**src/rtl/onehot_grant_decoder_if.sv**
```systemverilog
// Grant-issue bus: index handshake from the priority encoder, early release from the
// requester, and the registered one-hot grant with its status outputs.
interface onehot_grant_decoder_if #(
  parameter int N_OUT = 8,
  parameter int IDX_W = $clog2(N_OUT)
);
  logic             in_valid;
  logic             in_ready;
  logic [IDX_W-1:0] in_index;
  logic             release_i;
  logic [N_OUT-1:0] grant;
  logic             grant_valid;
  logic             err_idx;
  logic [7:0]       grant_count;

  modport master (
    output in_valid, in_index, release_i,
    input  in_ready, grant, grant_valid, err_idx, grant_count
  );

  modport slave (
    input  in_valid, in_index, release_i,
    output in_ready, grant, grant_valid, err_idx, grant_count
  );
endinterface

```
**src/rtl/onehot_grant_decoder.sv**
```systemverilog
// Grant-issue stage: decodes an accepted binary index into a registered one-hot grant,
// holds it for up to HOLD_CYCLES (or until released), then inserts a one-cycle idle gap.
module onehot_grant_decoder #(
  parameter int N_OUT       = 8,
  parameter int IDX_W       = $clog2(N_OUT),
  parameter int HOLD_CYCLES = 4
) (
  input logic                   clk,
  input logic                   rst_n,
  onehot_grant_decoder_if.slave bus
);

  localparam int              CNT_W     = (HOLD_CYCLES > 1) ? $clog2(HOLD_CYCLES) : 1;
  localparam logic [CNT_W-1:0] HOLD_LOAD = CNT_W'(HOLD_CYCLES - 1);

  typedef enum logic [1:0] {
    IDLE  = 2'd0,
    GRANT = 2'd1,
    GAP   = 2'd2
  } state_t;

  state_t           state_p0, state_p1;
  logic [N_OUT-1:0] grant_p0, grant_p1;
  logic             vld_p0, vld_p1;
  logic             err_p0, err_p1;
  logic [CNT_W-1:0] hold_p0, hold_p1;
  logic [7:0]       count_p0, count_p1;

  logic             idx_ok;
  logic             xfer;
  logic [N_OUT-1:0] decoded;

  function automatic logic [7:0] sat_inc(input logic [7:0] v);
    return (v == 8'hFF) ? v : v + 8'd1;
  endfunction

  // A full power-of-two index range can never be out of bounds.
  generate
    if (N_OUT == (1 << IDX_W)) begin : g_full_range
      assign idx_ok = 1'b1;
    end else begin : g_part_range
      localparam logic [IDX_W:0] LIMIT = (IDX_W + 1)'(N_OUT);
      assign idx_ok = ({1'b0, bus.in_index} < LIMIT);
    end
  endgenerate

  assign bus.in_ready = (state_p1 == IDLE) && rst_n;
  assign xfer         = bus.in_valid && bus.in_ready;
  assign decoded      = {{(N_OUT-1){1'b0}}, 1'b1} << bus.in_index;

  // Stage p0: next-state and next-output decode
  always_comb begin
    state_p0 = state_p1;
    grant_p0 = grant_p1;
    vld_p0   = vld_p1;
    err_p0   = 1'b0;
    hold_p0  = hold_p1;
    count_p0 = count_p1;
    unique case (state_p1)
      IDLE: begin
        grant_p0 = '0;
        vld_p0   = 1'b0;
        if (xfer) begin
          if (idx_ok) begin
            grant_p0 = decoded;
            vld_p0   = 1'b1;
            hold_p0  = HOLD_LOAD;
            count_p0 = sat_inc(count_p1);
            state_p0 = GRANT;
          end else begin
            err_p0 = 1'b1;
          end
        end
      end
      GRANT: begin
        if (bus.release_i || (hold_p1 == '0)) begin
          grant_p0 = '0;
          vld_p0   = 1'b0;
          state_p0 = GAP;
        end else begin
          hold_p0 = hold_p1 - 1'b1;
        end
      end
      GAP: begin
        grant_p0 = '0;
        vld_p0   = 1'b0;
        state_p0 = IDLE;
      end
      default: begin
        grant_p0 = '0;
        vld_p0   = 1'b0;
        state_p0 = IDLE;
      end
    endcase
  end

  // Stage p1: registered state and outputs
  always_ff @(posedge clk or negedge rst_n) begin
    if (!rst_n) begin
      state_p1 <= IDLE;
      grant_p1 <= '0;
      vld_p1   <= 1'b0;
      err_p1   <= 1'b0;
      hold_p1  <= '0;
      count_p1 <= '0;
    end else begin
      state_p1 <= state_p0;
      grant_p1 <= grant_p0;
      vld_p1   <= vld_p0;
      err_p1   <= err_p0;
      hold_p1  <= hold_p0;
      count_p1 <= count_p0;
    end
  end

  assign bus.grant       = grant_p1;
  assign bus.grant_valid = vld_p1;
  assign bus.err_idx     = err_p1;
  assign bus.grant_count = count_p1;

endmodule

```
**src/flat_wrapper.sv**
```systemverilog
// flat-port wrapper written by rule: the top's interface ports become plain ports
module onehot_grant_decoder_flat 
#(
  parameter int N_OUT       = 8,
  parameter int IDX_W       = $clog2(N_OUT),
  parameter int HOLD_CYCLES = 4
)
  (clk, rst_n, bus_in_valid, bus_in_index, bus_release_i, bus_in_ready, bus_grant, bus_grant_valid, bus_err_idx, bus_grant_count);
  onehot_grant_decoder_if #(.N_OUT(N_OUT), .IDX_W(IDX_W)) bus_i ();
  input logic clk;
  input logic rst_n;
  input wire logic [$bits(bus_i.in_valid)-1:0] bus_in_valid;
  input wire logic [$bits(bus_i.in_index)-1:0] bus_in_index;
  input wire logic [$bits(bus_i.release_i)-1:0] bus_release_i;
  output wire logic [$bits(bus_i.in_ready)-1:0] bus_in_ready;
  output wire logic [$bits(bus_i.grant)-1:0] bus_grant;
  output wire logic [$bits(bus_i.grant_valid)-1:0] bus_grant_valid;
  output wire logic [$bits(bus_i.err_idx)-1:0] bus_err_idx;
  output wire logic [$bits(bus_i.grant_count)-1:0] bus_grant_count;
  assign bus_i.in_valid = bus_in_valid;
  assign bus_i.in_index = bus_in_index;
  assign bus_i.release_i = bus_release_i;
  assign bus_in_ready = bus_i.in_ready;
  assign bus_grant = bus_i.grant;
  assign bus_grant_valid = bus_i.grant_valid;
  assign bus_err_idx = bus_i.err_idx;
  assign bus_grant_count = bus_i.grant_count;
  onehot_grant_decoder #(.N_OUT(N_OUT), .IDX_W(IDX_W), .HOLD_CYCLES(HOLD_CYCLES)) u_core (.clk(clk), .rst_n(rst_n), .bus(bus_i));
endmodule
```
**config.mk**
```make
export PLATFORM = sky130hd
export DESIGN_NAME = onehot_grant_decoder_flat
export DESIGN_NICKNAME = d
export VERILOG_FILES = /design/src/rtl/onehot_grant_decoder_if.sv /design/src/rtl/onehot_grant_decoder.sv /design/src/flat_wrapper.sv
export SDC_FILE = /design/constraint.sdc
export NUM_CORES = 1
export LEC_CHECK = 0
export ABC_CLOCK_PERIOD_IN_PS = 2200
export BUFFER_PORTS_ARGS = -buffer_cell sky130_fd_sc_hd__buf_2
export CAP_MARGIN = 0
export CELL_PAD_IN_SITES_DETAIL_PLACEMENT = 1
export CELL_PAD_IN_SITES_GLOBAL_PLACEMENT = 2
export CORE_MARGIN = 4
export CORE_UTILIZATION = 25
export DETAILED_ROUTE_END_ITERATION = 8
export GPL_TIMING_DRIVEN = 0
export PLACE_DENSITY_LB_ADDON = 0.1
export SKIP_LAST_GASP = 1
export SYNTH_ARGS = -nofsm -noshare
export SYNTH_HDL_FRONTEND = slang
export SYNTH_SLANG_ARGS = --single-unit
```
**constraint.sdc**
```tcl
create_clock -name clk -period 2.2 [get_ports clk]
set_clock_uncertainty 0.15 [all_clocks]
set_input_delay 0.33 -clock clk [delete_from_list [all_inputs] [get_ports clk]]
set_output_delay 0.33 -clock clk [all_outputs]
set_load 0.01 [all_outputs]
```
* Word level (Yosys, flattened, before mapping)
Index checks and enable logic that the tools add are counted.
** Word-level totals
- Word-level logic and storage cells :: 35
- Bits of input ports :: 7
- Output and inout bits :: 19
- Flip-flop bits (word level) :: 21
** Operators by class
- Reductions and logical operators :: 9
- Equal/unequal tests :: 5
- Bitwise gates (word level) :: 1
- Shifts and indexed selects :: 1
- Multiplexer cells :: 12
- Add/sub/neg operators :: 2
** Operators by type and width (count)
- 8-bit two-way mux :: 2
- 8-bit one-hot mux with 2 select lines :: 1
- 8-bit by 1-bit adder with 8-bit output (second input constant) :: 1
- 8-bit equality test (second input constant) :: 1
- 2-bit two-way mux :: 4
- 2-bit one-hot mux with 2 select lines :: 2
- 1-bit by 3-bit left shift with 8-bit output (first input constant) :: 1
- 3-bit AND reduction :: 2
- 2-bit zero test :: 2
- 2-bit by 1-bit != test with 1-bit output (second input constant) :: 2
- 2-bit by 1-bit equality test with 1-bit output (second input constant) :: 1
- 1-bit logical AND :: 2
- 1-bit two-way mux :: 2
- 2-bit != test (second input constant) :: 1
- 1-bit one-hot mux with 2 select lines :: 1
- 2-bit AND reduction :: 1
- 2-bit nonzero test :: 1
- 2-bit by 1-bit subtractor with 2-bit output (second input constant) :: 1
- 1-bit logical OR :: 1
- 1-bit NOT :: 1

* Longest topological paths before layout
- Depth after elaboration :: 5
- Depth in mapped cells :: 6

* Least setup slack after synthesis
Ideal clock, no wire load.
- Path kind :: flip-flop to flip-flop
- From :: reg u_core.count_p1[0], in the netlist u_core.bus.grant_count[0]
- To :: reg u_core.count_p1[1], in the netlist u_core.bus.grant_count[1]
- Path slack :: 0.599 ns
- Path buffers :: 0
- Cell stages (with the launch flop) :: 5
- Period minus slack after synthesis :: 1.601 ns
- Library setup time :: 0.128 ns
- Required time :: 1.922 ns
- Arrival time :: 1.324 ns
- Cells stage by stage :: dfrtp_1 -> ha_1 -> nand2_1 -> o31ai_2 -> mux2_1
** On the way
- Word-level cells in the longest chain between the ends :: 3
** RTL lines
- from (decl) :: line onehot_grant_decoder.sv:27 : logic [7:0] count_p0, count_p1;
- from (signal assigned) :: line onehot_grant_decoder.sv:112 : count_p1 <= count_p0;
- parallel branches: the longest is 3 deep, another holds 8-bit by 1-bit adder with 8-bit output
Several ways; the timed one is not identified.
A chain may end at the register's enable or synchronous reset.

* Final worst setup path
- From :: reg u_core.hold_p1[0]
- To :: reg u_core.hold_p1[0]
** On the way
- Word-level cells in the longest chain between the ends :: 4
** RTL lines
- from (decl) :: line onehot_grant_decoder.sv:26 : logic [CNT_W-1:0] hold_p0, hold_p1;
- from (signal assigned) :: line onehot_grant_decoder.sv:111 : hold_p1 <= hold_p0;
- parallel branches: the longest is 4 deep, another holds 2-bit by 1-bit subtractor with 2-bit output
Several ways; the timed one is not identified. The select of a mux whose other input is x is not followed.

==> metrics.md <==
| Metric | Value |
|---|---|
| Mapped Nets | 96 |
| Crit path max fanout | 10 |
| Fin Hold WS | 0.1637 ns |
| VDD IR max | 319.4 uV |
| Crit path cell chain | inv_1, ha_1, nor4b_2, buf_2, nand4b_1, o21a_1 |
| Ys async rst share | 1.000 |
| Hpwl dp | 1659 um |
| Met1 WL | 1120 um |
| Fin crit share | 0.7935 |
| Worst setup EP type | flip-flop |
| Synth cell count leaders | dfrtp_1, nand2_1, inv_1, a32o_1, o31ai_1 |
| Net Switching | 0.3605 mW |
| RSZ-0062 raised after global routing | no |
| Top delay family on crit path | simple AND/OR/NAND/NOR gates |
| Syn avg cell area | 11.39 um^2 |
| WL/cell | 13.57 um |
| PostCTS Resize Cnt | 0 |
| Mapped Area | 991.0 um^2 |
| Global-route wire length before repair | 3726 um |
| Number of nets with antenna violations after routing | 0 |
| Crit path max-delay cell type | dfrtp_1 |
| Initial core utilization | 0.2647 |
| Largest cells by area after synthesis | dfrtp_1, nand2_1, a32o_1, mux2_1, o31ai_1 |
| Worst Path Arrival | 1.75 ns |
| Max Used Layer | met4 |
| Cell row count | 22 |
| N_diodes | 0 |
| Fin nets | 126 |
| Crit Path Class | flip-flop to flip-flop |
| Largest net degree at the start of global routing | 22 |
| Final wirelength | 2226 um |
| Max cap viols | 0 |
| Yosys Warn Count | 0 |
| Minimum clock period | 1.746 ns |
| Fmax achieved | 572.9 MHz |
| Metal3 WL | 96 um |
| Seq pwr share | 0.494 |
| Initial antenna violation count | 0 |
| Vias/cell | 4.585 |
| CTS Buf Count | 3 |
| Die W | 70.96 um |
| Final WS setup | 0.4544 ns |
| Die height | 70.96 um |
| Seq cells post-synth | 21 |
| Setup total negative slack | 0 ns |
| PortBufs | 24 |
| Gr ovfl total | 0 |
| Combinational power share | 0.266 |
| Root Buffer | clkbuf_8 |
| CTS tree | done |
| Critical Path RT | 2.21 ns |
| Drt initial violations | 23 |
| Synthesized instance count | 87 |
| Clock sink total | 21 |
| Drt first pass iters | 4 |
| Outcome | finished clean |
| H-tree depth | 1 |
| Met2 wire length | 990 um |
| Top-count cell post-synth | dfrtp_1 |
| Die area | 5035 um^2 |
| Clk pwr share | 0.240 |
| Internal | 0.7024 mW |
| Final Hold Violating Endpoints | 0 |
| Io pins | 26 |
| Worst Path Buf+Inv | 2 |
| Post-route cell area | 1227 um^2 |
| R2R setup slack | 0.45 ns |
| Vias in the first global route | 768 |
| Clock buffer depth | 2 |
| GRT Overall Usage | 0.09324 |
| Core footprint | 3744 um^2 |
| Critical path's largest stage delay | 0.37 ns |
| Worst slew pin tran | 0.9636 ns |
| Fin cells | 164 |
| Placed inst area | 1171 um^2 |
| Synth Flop Type | dfrtp_1 |
| Syn-to-layout area delta | 23.86% |
| Seq/Total Area, Yosys | 0.5303 |
| Unique masters post-synth | 32 |
| # placed instances | 159 |
| Post-route DRC | 0 |
| Synth top area share | 0.5303 |
| Vias | 752 |
| Hold WC Path Type | primary input to flip-flop |
| Leak | 0.5836 nW |
| Fin. max-slew vios | 0 |
| Clock-pin transition on the worst setup and hold timing paths | 0.08 ns |
| Area leader, netlist | dfrtp_1 |
| Number of synthesized flops with an enable pin | 0 |
| Gp weighted congestion | 0.6788 |
| Net switching fraction of the power | 0.3392 |
| PwrDens | 866.0 nW/um^2 |
| Layout cells sized above 1 | 0.3103 |
| Setup slack at placement | 0.1468 ns |
| Skew-Pair Late Insertion Delay | 0.26 ns |
| Worst rel slew slack | 0.3555 |
| Setup crit start kind | flip-flop |
| Setup violations, final | 0 |
-- power by group through the flow --
stage               clock [mW]  sequential, mW  combinational, mW
finish                   0.255           0.525              0.283
CTS                      0.271           0.528              0.291
global placement             0           0.530              0.287
floorplan                    0           0.547              0.155
detailed placement           0           0.535              0.289
global route             0.283           0.540              0.317
-- kinds of logic (layout without fill, tap and decap cells) --
| kind of cell | Yosys count | after routing | share of synthesized area |
|---|---|---|---|
| other | 1 | 1 | 0.003784 |
| adder cells (fa/ha/maj) | 2 | 2 | 0.02525 |
| AND/OR/NAND/NOR | 30 | 30 | 0.1957 |
| XOR/XNOR | 2 | 2 | 0.01768 |
| multiplexers | 4 | 4 | 0.04419 |
| AO/OA/AOI/OAI | 18 | 18 | 0.1427 |
| flip-flops | 21 | 21 | 0.5303 |
| buffers and inverters | 9 | 38 | 0.04041 |
-- final timing paths --
kind	startpoint	end	depth (start not counted)
worst max-delay path	u_core.hold_p1[0]	u_core.hold_p1[0]	6
max in group asynchronous	rst_n	u_core.bus.grant_count[5]	2
min in group asynchronous	rst_n	u_core.hold_p1[1]	2
worst min-delay path	bus_in_index[1]	u_core.bus.grant[5]	2
worst min register to register	u_core.hold_p1[1]	u_core.hold_p1[1]	1
worst max register to register	u_core.hold_p1[0]	u_core.hold_p1[0]	6
-- registers in the layout, indices dropped and copies added (netlist names) --
name	cells
u_core.bus.grant_valid	1
u_core.hold_p1	2
u_core.bus.grant_count	8
u_core.bus.grant	8
u_core.state_p1	2
-- timing repair --
item,in CTS,in global routing
hold buffers,1,0
endpoints found under the hold margin,21,0
setup buffers,0,0
-- layer usage --
layer,track usage,vias up
met3,0.02415,2
met4,0.04384,0
li1,-,371
met1,0.1273,368
met5,0,-
met2,0.1370,11
-- per-stage QoR --
stage          power, mW  utilization
6_report           1.063       0.3279
5_1_grt            1.140       0.3279
4_1_cts            1.090       0.3279
3_5_place_dp      0.8239       0.3128
3_3_place_gp      0.8173       0.3128
2_1_floorplan     0.7016            -
-- layout make-up --
| type | instances | area [um^2] |
|---|---|---|
| buffer | 3 | 17.52 |
| timing repair buffer | 25 | 130.1 |
| clock inverter | 1 | 5.005 |
| fill | 456 | 2516 |
| inverter | 6 | 22.52 |
| tap | 48 | 60.06 |
| sequential | 21 | 525.5 |
| multi-input combinational | 57 | 425.4 |
| clock buffer | 3 | 41.29 |
-- cell usage in the layout (no fill, tap or decap), types with 2 or more instances in the layout --
cell type / instances
nor3_1: 3
o21ai_0: 2
mux2_1: 3
nor3b_1: 2
buf_2: 26
dfrtp_1: 21
xnor2_1: 2
o21a_1: 3
nand4b_1: 2
inv_1: 6
ha_1: 2
o31ai_1: 4
nand2_1: 11
a32o_1: 4
nor2_1: 3
clkbuf_8: 3
Power figures use the tool's default switching activity.
